File: config.mk
export PLATFORM = sky130hd
export DESIGN_NAME = set_time_ctrl
export DESIGN_NICKNAME = d
export VERILOG_FILES = /design/src/rtl/clock_pkg.sv /design/src/rtl/debounce_btn.sv /design/src/rtl/set_time_ctrl.sv
export SDC_FILE = /design/constraint.sdc
export NUM_CORES = 1
export LEC_CHECK = 0
export CAP_MARGIN = 20
export CORE_ASPECT_RATIO = 0.5
export CORE_MARGIN = 10
export CORE_UTILIZATION = 25
export CTS_CLUSTER_SIZE = 16
export DETAILED_ROUTE_END_ITERATION = 8
export GPL_TIMING_DRIVEN = 0
export SETUP_SLACK_MARGIN = 0.2
export SLEW_MARGIN = 20
export SYNTH_ARGS = -nofsm -noshare
export SYNTH_HDL_FRONTEND = slang
export SYNTH_SLANG_ARGS = --single-unit
File: constraint.sdc
create_clock -name main_clock -period 2.7 [get_ports main_clock]
set_clock_uncertainty 0.2 [all_clocks]
set_input_delay 0.54 -clock main_clock [delete_from_list [all_inputs] [get_ports main_clock]]
set_output_delay 0.54 -clock main_clock [all_outputs]
set_load 0.01 [all_outputs]
File: src/rtl/clock_pkg.sv
`default_nettype none
// +------------------------------------------------------------------+
// | clock_pkg : shared edit-FSM state type and BCD increment helpers   |
// | Rev 1.0                                                            |
// +------------------------------------------------------------------+
package clock_pkg;

    typedef enum logic [1:0] {
        IDLE   = 2'd0,
        EDIT_H = 2'd1,
        EDIT_M = 2'd2,
        COMMIT = 2'd3
    } state_t;

    typedef struct packed {
        logic [2:0] msd;
        logic [3:0] lsd;
    } bcd2_t;

    localparam logic [2:0] HOUR_MAX_MSD      = 3'd2;
    localparam logic [3:0] HOUR_MAX_LSD_AT_2 = 4'd3;
    localparam logic [2:0] MIN_MAX_MSD       = 3'd5;
    localparam logic [3:0] BCD_MAX           = 4'd9;

    // Anything at or past 23 (including garbage loaded from the counters) wraps to 00.
    function automatic bcd2_t hour_inc(input bcd2_t v);
        bcd2_t r;
        r = v;
        if ((v.msd > HOUR_MAX_MSD) || (v.lsd > BCD_MAX) ||
            ((v.msd == HOUR_MAX_MSD) && (v.lsd >= HOUR_MAX_LSD_AT_2))) begin
            r = '0;
        end else if (v.lsd == BCD_MAX) begin
            r.msd = v.msd + 3'd1;
            r.lsd = 4'd0;
        end else begin
            r.lsd = v.lsd + 4'd1;
        end
        return r;
    endfunction

    function automatic bcd2_t min_inc(input bcd2_t v);
        bcd2_t r;
        r = v;
        if ((v.msd > MIN_MAX_MSD) || (v.lsd > BCD_MAX) ||
            ((v.msd == MIN_MAX_MSD) && (v.lsd == BCD_MAX))) begin
            r = '0;
        end else if (v.lsd == BCD_MAX) begin
            r.msd = v.msd + 3'd1;
            r.lsd = 4'd0;
        end else begin
            r.lsd = v.lsd + 4'd1;
        end
        return r;
    endfunction

endpackage
`default_nettype wire

File: src/rtl/debounce_btn.sv
`default_nettype none
// +------------------------------------------------------------------+
// | debounce_btn : 2-FF sync, stability counter, rising-edge press     |
// | Rev 1.0                                                            |
// +------------------------------------------------------------------+
module debounce_btn #(
    parameter int DEB_CYCLES = 500000
) (
    input  logic main_clock,
    input  logic main_reset,
    input  logic raw,
    output logic level,
    output logic press
);

    localparam int CW = (DEB_CYCLES > 1) ? $clog2(DEB_CYCLES) : 1;
    localparam logic [CW-1:0] C_CNT_LAST = CW'(DEB_CYCLES - 1);

    logic          r_sync1;
    logic          r_sync2;
    logic [CW-1:0] r_cnt;
    logic          r_level;
    logic          r_level_d;
    logic          r_press;

    always_ff @(posedge main_clock or negedge main_reset) begin
        if (!main_reset) begin
            r_sync1   <= 1'b0;
            r_sync2   <= 1'b0;
            r_cnt     <= '0;
            r_level   <= 1'b0;
            r_level_d <= 1'b0;
            r_press   <= 1'b0;
        end else begin
            r_sync1   <= raw;
            r_sync2   <= r_sync1;
            r_level_d <= r_level;
            r_press   <= r_level & ~r_level_d;
            // The level flips on the DEB_CYCLES-th consecutive differing sample.
            if (r_sync2 == r_level) begin
                r_cnt <= '0;
            end else if (r_cnt == C_CNT_LAST) begin
                r_cnt   <= '0;
                r_level <= r_sync2;
            end else begin
                r_cnt <= r_cnt + 1'b1;
            end
        end
    end

    assign level = r_level;
    assign press = r_press;

endmodule
`default_nettype wire

File: src/rtl/set_time_ctrl.sv
`default_nettype none
// +------------------------------------------------------------------+
// | set_time_ctrl : button-driven hour/minute edit FSM with BCD load    |
// | Optional AUTO_REPEAT_EN: held inc repeats once per second. Rev 1.0  |
// +------------------------------------------------------------------+
module set_time_ctrl
    import clock_pkg::*;
#(
    parameter int DEB_CYCLES = 500000,
    parameter int TIMEOUT_S  = 10
) (
    input  logic       main_clock,
    input  logic       main_reset,
    input  logic       enable_1hz,
    input  logic       btn_mode,
    input  logic       btn_inc,
    input  logic [2:0] cur_h_msd,
    input  logic [3:0] cur_h_lsd,
    input  logic [2:0] cur_m_msd,
    input  logic [3:0] cur_m_lsd,
    output logic       load,
    output logic [2:0] ld_h_msd,
    output logic [3:0] ld_h_lsd,
    output logic [2:0] ld_m_msd,
    output logic [3:0] ld_m_lsd,
    output logic       edit_active,
    output logic       blank_h,
    output logic       blank_m
);

    localparam int TW = $clog2(TIMEOUT_S + 1);

    logic          w_mode_press, w_mode_level;
    logic          w_inc_press, w_inc_level;
    logic          w_rep_ev, w_mode_ev, w_inc_ev;
    logic          w_editing, w_timeout;
    logic          w_unused;
    state_t        r_state, w_next;
    bcd2_t         r_eh, r_em, w_eh_n, w_em_n;
    bcd2_t         r_ld_h, r_ld_m;
    logic          r_load;
    logic [TW-1:0] r_to;
    logic          r_phase;

    debounce_btn #(.DEB_CYCLES(DEB_CYCLES)) u_deb_mode (
        .main_clock (main_clock),
        .main_reset (main_reset),
        .raw        (btn_mode),
        .level      (w_mode_level),
        .press      (w_mode_press)
    );

    debounce_btn #(.DEB_CYCLES(DEB_CYCLES)) u_deb_inc (
        .main_clock (main_clock),
        .main_reset (main_reset),
        .raw        (btn_inc),
        .level      (w_inc_level),
        .press      (w_inc_press)
    );

    assign w_unused  = &{1'b0, w_mode_level, w_inc_level};
    assign w_editing = (r_state == EDIT_H) || (r_state == EDIT_M);

`ifdef AUTO_REPEAT_EN
    logic [1:0] r_hold;

    // Two full ticks of holding arm the repeat; every later tick fires one.
    always_ff @(posedge main_clock or negedge main_reset) begin
        if (!main_reset) begin
            r_hold <= 2'd0;
        end else if (!w_editing || !w_inc_level) begin
            r_hold <= 2'd0;
        end else if (enable_1hz && (r_hold != 2'd2)) begin
            r_hold <= r_hold + 2'd1;
        end
    end

    assign w_rep_ev = w_editing & w_inc_level & enable_1hz & (r_hold == 2'd2);
`else
    assign w_rep_ev = 1'b0;
`endif

    assign w_mode_ev = w_mode_press;
    assign w_inc_ev  = (w_inc_press | w_rep_ev) & ~w_mode_press;
    assign w_timeout = enable_1hz && (r_to == TW'(TIMEOUT_S - 1));

    always_comb begin
        w_next = r_state;
        w_eh_n = r_eh;
        w_em_n = r_em;
        case (r_state)
            IDLE: begin
                if (w_mode_ev) begin
                    w_next = EDIT_H;
                    w_eh_n = {cur_h_msd, cur_h_lsd};
                    w_em_n = {cur_m_msd, cur_m_lsd};
                end
            end
            EDIT_H: begin
                if (w_mode_ev)     w_next = EDIT_M;
                else if (w_inc_ev) w_eh_n = hour_inc(r_eh);
                else if (w_timeout) w_next = IDLE;
            end
            EDIT_M: begin
                if (w_mode_ev)     w_next = COMMIT;
                else if (w_inc_ev) w_em_n = min_inc(r_em);
                else if (w_timeout) w_next = IDLE;
            end
            default: w_next = IDLE;
        endcase
    end

    always_ff @(posedge main_clock or negedge main_reset) begin
        if (!main_reset) begin
            r_state <= IDLE;
        end else begin
            r_state <= w_next;
        end
    end

    // Load outputs are registered off next-state so they line up with r_state.
    always_ff @(posedge main_clock or negedge main_reset) begin
        if (!main_reset) begin
            r_eh    <= '0;
            r_em    <= '0;
            r_ld_h  <= '0;
            r_ld_m  <= '0;
            r_load  <= 1'b0;
            r_to    <= '0;
            r_phase <= 1'b0;
        end else begin
            r_eh   <= w_eh_n;
            r_em   <= w_em_n;
            r_ld_h <= (w_next != IDLE) ? w_eh_n : '0;
            r_ld_m <= (w_next != IDLE) ? w_em_n : '0;
            r_load <= (w_next == COMMIT);
            if (!w_editing || (w_next != r_state) || w_mode_ev || w_inc_ev) begin
                r_to <= '0;
            end else if (enable_1hz) begin
                r_to <= r_to + 1'b1;
            end
            if (!w_editing || (w_next != r_state)) begin
                r_phase <= 1'b0;
            end else if (enable_1hz) begin
                r_phase <= ~r_phase;
            end
        end
    end

    assign load        = r_load;
    assign ld_h_msd    = r_ld_h.msd;
    assign ld_h_lsd    = r_ld_h.lsd;
    assign ld_m_msd    = r_ld_m.msd;
    assign ld_m_lsd    = r_ld_m.lsd;
    assign edit_active = w_editing;
    assign blank_h     = (r_state == EDIT_H) & r_phase;
    assign blank_m     = (r_state == EDIT_M) & r_phase;

endmodule
`default_nettype wire

Yosys cells after proc, flatten, opt, wreduce, memory -nomap -nowiden
Cells that the tools add are included.
- word-level logic and storage cells: 108
- output and inout bits: 18
- input bits: 19
- register bits: 84
- multiplexer cells: 30
- magnitude comparators: 5
- bitwise gates (word level): 11
- reductions and logical operators: 18
- add/sub/neg operators: 7
- eq/ne operators: 13
- operators by type and width (cell ; number):
    $mux 19 ; 4
    $mux 7 ; 10
    $add 19x1->19 const B ; 2
    $eq 19x19->1 const B ; 2
    $pmux 7 s2 ; 2
    $mux 4 ; 4
    $add 4x1->4 const B ; 3
    $eq 4x4->1 const B ; 3
    $mux 2 ; 5
    $gt 4x4->1 const B ; 2
    $logic_or 1x1->1 ; 8
    $add 3x1->3 const B ; 2
    $mux 3 ; 2
    $not 1->1 ; 6
    $pmux 2 s3 ; 1
    $reduce_bool 2->1 ; 3
    $and 1x1->1 ; 5
    $eq 2x2->1 const B ; 2
    $ge 4x2->1 const B ; 1
    $reduce_and 2->1 ; 2
    $eq 3x2->1 const B ; 1
    $eq 3x3->1 const B ; 1
    $gt 3x2->1 const B ; 1
    $gt 3x3->1 const B ; 1
    other kinds (7) ; 11

Depth between registers and ports, before layout
- word-level depth: 11
- mapped depth: 9
- gate-level depth less buffers: 7

Hierarchy
From an unflattened synthesis, not the netlist that was laid out.
- cell total of the unflattened synthesis: 439
- area, all modules: 4450.5 um^2
- modules (own cells, without submodules) (module ; cells each ; area an instance (um^2) ; sequential area each (um^2) ; times used):
    debounce_btn ; 108 ; 1136.1 ; 600.6 ; 2
    set_time_ctrl ; 223 ; 2178.3 ; 900.9 ; 1

Worst setup path after synthesis
OpenSTA, ideal clock, no wires.
- kind: reg-to-reg
- start: reg r_state[0]
- end: reg r_to[1]
- setup slack: 0.470 ns
- cell stages (with the launch flop): 9
- arrival time: 1.909 ns
- buffers on the path: 1
- setup time: 0.122 ns
- data required time: 2.378 ns
- clock period less this slack: 2.230 ns
- path through: dfrtp_1 > inv_1 > ha_1 > clkbuf_1 > nor2_1 > a21oi_1 > a21oi_1 > a311o_1 > a2111oi_1
- longest elaborated chain between the ends: 9
- elaborated cells on any way between the ends: 17
- classes of those cells: eq/ne: 3; mux: 7; reduce/logical: 7
- RTL lines (element ; RTL line ; text):
    start, declared ; set_time_ctrl.sv:38 ; state_t r_state, w_next;
    start signal, assigned ; set_time_ctrl.sv:117 ; r_state <= w_next;
    $mux 2 ; set_time_ctrl.sv:102, set_time_ctrl.sv:107 ;
    $mux 2 ; set_time_ctrl.sv:101 ; else if (w_inc_ev) w_eh_n = hour_inc(r_eh);
    $mux 2 (on tied branches) ; set_time_ctrl.sv:105, set_time_ctrl.sv:100 ;
    $pmux 2 s3 ; set_time_ctrl.sv:91 ; case (r_state)
    $ne 2x2->1 ; set_time_ctrl.sv:137 ; if (!w_editing || (w_next != r_state) || w_mode_ev || w_inc_ev) begin
    $logic_or 1x1->1 (*) (3 in a row) ; set_time_ctrl.sv:137 ;
    $mux 4 / $reduce_bool 2->1 (equally long branches) ; - ;
    end signal, assigned ; set_time_ctrl.sv:140 ; r_to <= r_to + 1'b1;
    end, declared ; set_time_ctrl.sv:42 ; logic [TW-1:0] r_to;
Every way passes the cells marked *; elsewhere a longest branch is shown, timed or not.
A chain may end at the register's enable or synchronous reset.

Worst setup path after layout
- start: reg r_state[0]
- end: out edit_active
- longest elaborated chain between the ends: 2
- elaborated cells on any way between the ends: 3
- classes of those cells: eq/ne: 2; reduce/logical: 1
- RTL lines (element ; RTL line ; text):
    $eq 2x1->1 / $eq 2x2->1 (equally long branches) ; set_time_ctrl.sv:62 ; assign w_editing = (r_state == EDIT_H) || (r_state == EDIT_M);
    $logic_or 1x1->1 (*) ; set_time_ctrl.sv:62 ;
    end, declared ; set_time_ctrl.sv:26 ; output logic edit_active,
Marked as above.

==> metrics.cfg <==
[status]
outcome = completed

[die]
fp.dieH_um = 112
dieArea_um2 = 23000
dieWidth_um = 205
num_rows = 33
core_um2 = 16600
start_util = 0.258
io_pins = 37

[clock_network]
cts_sinks = 84
cts_buffer_depth = 2
cts_tree = built
htree_num_levels = 3
clk_root_buffer_cell = clkbuf_16
clkTransAtPathRegs_ns = 0.07
numCtsBuffers = 9
clk_latency_ns = 0.34

[global_route]
grt_first_pass_wirelength_um = 16000
grt_usage = 0.0844
antenna_found_initial = 0
grt_pass1_vias = 3296
overflow = 0
grt_max_degree = 50

[yosys]
syn_area_um2 = 4270
synthTopCellsByCount = 84 x dfrtp_1, 61 x nor2_1, 27 x nand2_1, 25 x xor2_1, 22 x inv_1
synthFlopType = dfrtp_1
synth.distinct_cells = 54
synth_edf_count = 0
yosysMostFrequentCell = dfrtp_1
synth_area_per_cell_um2 = 9.85
yosysSeqAreaShare = 0.493
synthCells = 433
yosys.area.top_type_share = 0.493
ys_seq_elements = 84
yosys.area.top_type = dfrtp_1
ys_top_cells_by_area = dfrtp_1 49%, nor2_1 5.4%, xor2_1 5.1%
synthArstFlopShare = 1.00
synth_warnings = 0
syn_nets = 464

[power_and_ir_drop]
ir_worst_vdd_mv = 0.239
switching_share = 0.225
total_leakage_power_nw = 2.24
cellPowerDensity_nw_per_um2 = 500
power_frac_comb = 0.033
internal_power_w = 0.00203
power_frac_clock = 0.479
pwr-share-seq = 0.488
switchingPower_w = 0.000588
finalPower_w = 0.00261

[sta]
fin_hold_ws_ns = 0.0241
rsz0062_at_grt = yes
clock.fmax_mhz = 412
fin_tns_setup_ns = 0
slew_violations = 0
hold_viol = 0
worstMarginPinSlew_ns = 0.722
setup_viol = 0
min_period_ns = 2.43
slew_headroom = 0.515
finalCritPeriodShare = 0.899

[route]
postRouteAntennaNets = 0
vias = 3163
routed_wl_um = 9320
viasPerCell = 4.44
wl_per_cell_um = 13.1
dr.pass1.iters = 4
route.detailed.drc = 0
first_iter_violations = 205

[worst_setup_path]
slowest_stage = clkdlybuf4s50_1
slowest_delay_ns = 0.56
start_kind = flop
cp-end-kind = primary output
critical_path_class = reg2out
cp.required_ns = 1.96
arrival_ns = 1.69
worstPathBufferInverterCount = 2
crit_family = buffers and inverters
crit_chain = inv_2, ha_1, clkdlybuf4s50_1
critPathMaxFanout = 5

[cells_and_area]
area.growth.synth_to_final_pct = 22.6
antenna_cells = 0
fin_util = 0.316
layout-drive-gt1-share = 0.0887
fin_nets = 511

[hold_path]
min_path_type = in2async

[place]
place_hpwl_um = 6740
port_buffers = 35
gp_congestion = 0.813

[flow_run]
maxCapViolCount = 0

path summary, 6_finish.rpt:
kind / cells after the start / end / slack, ns / startpoint
max reg2reg: 8 / r_to[1] / 0.31 / r_state[0]
max in group asynchronous: 2 / r_eh[2] / 1.66 / main_reset
max: 3 / edit_active / 0.27 / r_state[0]
min: 1 / u_deb_inc.r_cnt[4] / 0.02 / main_reset
min reg2reg: 0 / u_deb_inc.r_sync2 / 0.15 / u_deb_inc.r_sync1
min in group main_clock: 0 / u_deb_inc.r_sync2 / 0.15 / u_deb_inc.r_sync1
cell families after synthesis:
logic type	Yosys count	share of synthesized area
AO/OA/AOI/OAI	64	0.106
XOR/XNOR	46	0.0945
adder cells (fa/ha/maj)	12	0.0352
buffers and inverters	41	0.0455
flip-flops	84	0.493
multiplexers	6	0.0155
AND/OR/NAND/NOR	180	0.210
layer usage:
metal	vias up	global-route usage	wire (um)
li1	1588	-	-
met1	1518	0.107	4470
met2	47	0.135	4420
met3	10	0.0204	295
met4	0	0.0343	126
met5	-	0	0
power by group through the flow:
stage	combinational [W]	clock (W)	sequential [W]
4_1_cts	0.0000905	0.00129	0.00128
2_1_floorplan	0.0000259	0	0.00130
3_5_place_dp	0.0000899	0	0.00130
5_1_grt	0.000100	0.00133	0.00128
3_3_place_gp	0.0000868	0	0.00130
6_report	0.0000866	0.00125	0.00128
timing repair:
item	in CTS	in global routing
gates resized for setup	5	6
pin swaps	0	0
hold buffers	0	0
setup endpoints to repair	13	17
buffers inserted	0	0
area by class of cell:
type	instances	area, um^2
inverter	22	82.6
multi-input combinational	308	1970
tap	227	284
buffer	19	119
timing repair buffer	36	369
clock inverter	7	73.8
fill	1693	11300
clock buffer	9	225
sequential	84	2100
state kept, by name, indices dropped and copies added (netlist names), 2 cells and up:
name,cells
u_deb_mode.r_cnt,19
ld_m_msd,3
ld_h_lsd,4
r_em,7
r_state,2
r_eh,7
ld_m_lsd,4
ld_h_msd,3
r_to,4
u_deb_inc.r_cnt,19
layout by cell type, fill, tap and decap left out, types with 9 or more instances in the layout:
cell	Yosys	routed
dfrtp_1	84	84
nor2_1	61	61
clkdlybuf4s50_1	0	32
nand2_1	27	27
xor2_1	25	25
xnor2_1	21	21
inv_1	22	20
nand3_1	20	20
a21oi_1	18	17
and2_1	15	15
nand4_1	14	14
ha_1	12	12
nor3_1	11	11
clkbuf_16	0	9
through the flow:
step	instance area (um^2)	cells	worst slack, ns
after floorplan	4270	433	0.470
after global placement	4900	695	-2.21
after detailed placement	4920	696	0.112
after CTS	5220	712	0.0244
after global routing	5230	712	0.0811
final	5230	712	0.272
No activity file was read; power rests on OpenSTA's default activity.
